**config.mk**
```make
export PLATFORM = sky130hd
export DESIGN_NAME = shift_right_seq
export DESIGN_NICKNAME = d
export VERILOG_FILES = /design/src/rtl/shift_right_seq.sv
export SDC_FILE = /design/constraint.sdc
export NUM_CORES = 1
export LEC_CHECK = 0
export ABC_AREA = 1
export ABC_CLOCK_PERIOD_IN_PS = 2300
export CAP_MARGIN = 20
export CORE_MARGIN = 4
export CORE_UTILIZATION = 46
export CTS_CLUSTER_SIZE = 16
export DETAILED_ROUTE_END_ITERATION = 8
export PLACE_DENSITY = 0.89
export SLEW_MARGIN = 10
export SYNTH_ARGS = -nofsm -noshare
export SYNTH_HDL_FRONTEND = slang
export SYNTH_SLANG_ARGS = --single-unit
```
**constraint.sdc**
```tcl
create_clock -name clk -period 2.3 [get_ports clk]
set_input_delay 0.345 -clock clk [delete_from_list [all_inputs] [get_ports clk]]
set_output_delay 0.345 -clock clk [all_outputs]
set_load 0.02 [all_outputs]
```
**src/rtl/shift_right_seq.sv**
```systemverilog
// Multi-cycle symbol right-shifter: applies a 0..LANES symbol shift in passes of at
// most MAX_STEP symbols and returns the result through a valid/ready handshake.
module shift_right_seq #(
    parameter int LANES    = 10,
    parameter int SYM_W    = 5,
    parameter int MAX_STEP = 4,
    parameter int SHIFT_W  = $clog2(LANES + 1)
) (
    input  logic                     clk,
    input  logic                     rst,
    input  logic                     in_valid,
    output logic                     in_ready,
    input  logic [LANES*SYM_W-1:0]   in_data,
    input  logic [SHIFT_W-1:0]       in_shift,
    input  logic [SYM_W-1:0]         in_fill,
    output logic                     out_valid,
    input  logic                     out_ready,
    output logic [LANES*SYM_W-1:0]   out_data,
    output logic                     out_err,
    output logic                     busy
);

    localparam int W = LANES * SYM_W;

    typedef enum logic [1:0] {
        IDLE  = 2'd0,
        SHIFT = 2'd1,
        DONE  = 2'd2
    } state_t;

    state_t               state_q, state_d;
    logic [W-1:0]         data_q;
    logic [SYM_W-1:0]     fill_q;
    logic [SHIFT_W-1:0]   rem_q;
    logic                 err_q;

    logic                 accept;
    logic                 req_err;
    logic [SHIFT_W-1:0]   req_rem;
    logic [SHIFT_W-1:0]   step;

    // One pass of the downstream shifter: lane i takes lane i+step, vacated lanes take fill.
    function automatic logic [W-1:0] shift_pass(input logic [W-1:0]       d,
                                                input logic [SHIFT_W-1:0] s,
                                                input logic [SYM_W-1:0]   fill);
        logic [W-1:0] r;
        r = '0;
        for (int i = 0; i < LANES; i++) begin
            if (i + int'(s) < LANES)
                r[i*SYM_W +: SYM_W] = d[(i + int'(s))*SYM_W +: SYM_W];
            else
                r[i*SYM_W +: SYM_W] = fill;
        end
        return r;
    endfunction

    assign accept  = in_valid && in_ready;
    // An out-of-range request shifts every lane out, leaving an all-fill word.
    assign req_err = in_shift > SHIFT_W'(LANES);
    assign req_rem = req_err ? SHIFT_W'(LANES) : in_shift;
    assign step    = (rem_q > SHIFT_W'(MAX_STEP)) ? SHIFT_W'(MAX_STEP) : rem_q;

    // NOTE: every signal driven here gets a default first, so no path leaves it
    // unassigned and no latch is inferred.
    always_comb begin
        state_d = state_q;
        unique case (state_q)
            IDLE: begin
                if (accept)
                    state_d = (req_rem == '0) ? DONE : SHIFT;
            end
            SHIFT: begin
                if (rem_q == step)
                    state_d = DONE;
            end
            DONE: begin
                if (out_ready)
                    state_d = IDLE;
            end
            default: state_d = IDLE;
        endcase
    end

    // NOTE: state and datapath registers use non-blocking assignments so every
    // flop samples the pre-edge values regardless of statement order.
    always_ff @(posedge clk or posedge rst) begin
        if (rst)
            state_q <= IDLE;
        else
            state_q <= state_d;
    end

    // NOTE: the data register is reset too, because out_data must read zero after reset.
    always_ff @(posedge clk or posedge rst) begin
        if (rst) begin
            data_q <= '0;
            fill_q <= '0;
            rem_q  <= '0;
            err_q  <= 1'b0;
        end else if (accept) begin
            data_q <= in_data;
            fill_q <= in_fill;
            rem_q  <= req_rem;
            err_q  <= req_err;
        end else if (state_q == SHIFT) begin
            data_q <= shift_pass(data_q, step, fill_q);
            rem_q  <= rem_q - step;
        end
    end

    assign in_ready  = (state_q == IDLE);
    assign out_valid = (state_q == DONE);
    assign busy      = (state_q != IDLE);
    assign out_data  = data_q;
    assign out_err   = err_q;

endmodule

```
==> flow_summary.toml <==
[outcome]
status = "complete, no violations"

[drt]
routedWlPerCell_um = 16.27
drc = 0
drt-pass1-iter-count = 8
via_per_inst = 5.549
dr_total_vias = 5571
drtAntennaViolNets = 0
drtIter0Drc = 521
wl_mm = 16.34

[floorplan]
die_area_um2 = 11930
row_count = 36
core_um2 = 9864
die_w_um = 109.2
ios = 117
initial_core_util_pct = 47.79
die_h_um = 109.2

[critical_path]
start_kind = "register"
crit_type = "register to register"
crit_path_end_kind = "register"
cp.required_ns = 2.51
critPathMaxFanout = 10
cp.arrival_ns = 2.24
r2r_cells = 7
r2r-start = "rem_q[3]"
reg2reg_to = "out_data[48]"
r2r_slack_ns = 0.27

[cts]
root_buffer = "clkbuf_8"
h-tree-depth = 3
tritoncts = "done"
clk_pin_slew_worst_paths_ns = 0.07
clock-sinks = 62
clk_path_buf_depth = 2
clk_latency_ns = 0.34
postCtsSetupBuffers = 0
cts_hold_buf = 0
cts_resized = 0
numCtsBuffers = 9

[sta]
worstMarginPinSlew_ns = 0.5774
tns_ns = 0
setup_slack_ns = 0.2706
hold_violations = 0
rsz0062_at_grt = "no"
min_period_ns = 2.029
min_period_over_period_pct = 88.23
fmax_mhz = 492.8
skew_ns = 0.007794
setup_viol = 0
relSlewSlack_pct = 61.45
slew_violations = 0

[global_routing]
overflow = 0
grt_usage_pct = 28.24
grt_pass1_wl_mm = 26.21
grt_antenna_before_repair = 0
grt_pass1_vias = 5277
grt_max_degree = 45

[synth]
syn-cell-area_um2 = 4715
yosysUniqueCellTypes = 34
syn-mean-instance-area_um2 = 6.211
ys_ff_latch = 62
synth_cells = 759
synth_seq_area_share_pct = 32.91
synth_area_leader_cell = "dfrtp_1"
synth_top_area_share_pct = 32.91
yosysWarnings = 0
synth.area.top_cells = "dfrtp_1 33%, nand2_1 25%, nand3_1 11%"
syn_nets = 825

[worst_hold_path]
min_path_type = "input port to asynchronous set/reset pin"

[placement]
gp_congestion = 0.9663
hpwl_mm = 12.22
port_buffers = 116
pre_cts_ws_ns = 0.2502

[power]
p_leak_uw = 0.003117
ir_drop_mv = 0.7949
power_density_nw_per_um2 = 1553

[final_layout]
area_growth_pct = 30.81
drive_above_1_share_pct = 7.003
nets = 934
fin_util_pct = 62.52
antennaDiodeCount = 0

[run]
maxCapViolCount = 0
==> metal layers <==
layer	vias to the layer above	routed length [um]	track usage, %
met3	51	1811	5.388
met1	2520	6677	39.89
met2	356	7375	44.08
li1	2644	-	-
met5	-	0	0
met4	0	472	8.192
==> state kept, by name (all words and copies together), names as in the netlist <==
signal,flops
fill_q,5
out_data,50
out_err,1
rem_q,4
state_q,2
==> worst max-delay path, cell delays in order (launching register included) <==
cell     delay, ns
dfrtp_1       0.44
nor2_4        0.22
nand2_2       0.07
ha_1          0.33
nor3_1        0.32
nand3_2       0.14
o21ai_4       0.25
o21ai_0       0.12
==> cells by family after synthesis <==
kind of cell | Yosys count | synth area share (%)
simple gates | 494 | 44.29
flops | 62 | 32.91
compound gates | 92 | 11.46
fa+ha+maj | 3 | 0.7963
other cells | 1 | 0.07954
buf+inv | 107 | 10.46
==> per-stage QoR <==
stage	std cells	area [um^2]	hold WS [ns]	power (uW)
floorplan	759	4715	0.4546	6338
global placement	990	6012	0.4621	8512
finish	1004	6167	0.3785	9578
detailed placement	990	6012	0.4658	8631
global route	1004	6167	0.4266	10370
CTS	1004	6167	0.3935	9470
==> worst max path at each step <==
stage | from | end | depth (start not counted)
2_1_floorplan | rem_q[3] | out_data[45] | 9
3_3_place_gp | in_valid | out_data[26] | 6
3_5_place_dp | in_valid | out_data[26] | 6
4_1_cts | rem_q[3] | out_data[48] | 7
5_1_grt | rem_q[3] | out_data[48] | 9
6_report | rem_q[3] | out_data[48] | 7
==> layout make-up <==
class                      count  area (um^2)
sequential                    62         1551
fill                         906         3697
timing repair buffer         137         1369
tap                          133        166.4
multi-input combinational    590         2670
clock buffer                  12        145.1
inverter                      68        255.2
clock inverter                 2        10.01
==> cells in the mapped netlist <==
library cell	instances
nand2_1	309
nand3_1	102
inv_1	65
dfrtp_1	62
nor2_1	53
o21ai_0	45
a21oi_1	22
buf_2	22
nand4_1	10
nand2_2	8
buf_4	7
a21boi_1	6
buf_6	5
or2_2	5
buf_1	3
ha_1	3
inv_2	3
o21ai_1	3
o221ai_1	3
a21oi_2	2
a22oi_1	2
clkbuf_1	2
nor2_4	2
o211ai_1	2
o21ai_4	2
o21bai_1	2
o31ai_1	2
conb_1	1
nand2_4	1
nand3_2	1
nor2_2	1
nor2_8	1
nor3_1	1
o21ai_2	1
==> cells in the final DEF, fill, tap and decap left out, drive strengths merged <==
master / count
nor3: 1
buf: 21
nand4: 10
nor2: 57
clkinv: 2
o31ai: 2
nand3: 103
clkdlybuf4s50: 116
o21ai: 51
dfrtp: 62
o211ai: 2
a22oi: 2
o221ai: 3
a21oi: 24
conb: 1
or2: 5
clkbuf: 12
inv: 68
a21boi: 6
ha: 3
o21bai: 2
nand2: 318
==> report_power, final <==
part,switching [uW],internal [uW]
logic,4060,2410
clock network,424,406
registers,641,1640
Power figures use the tool's default switching activity.
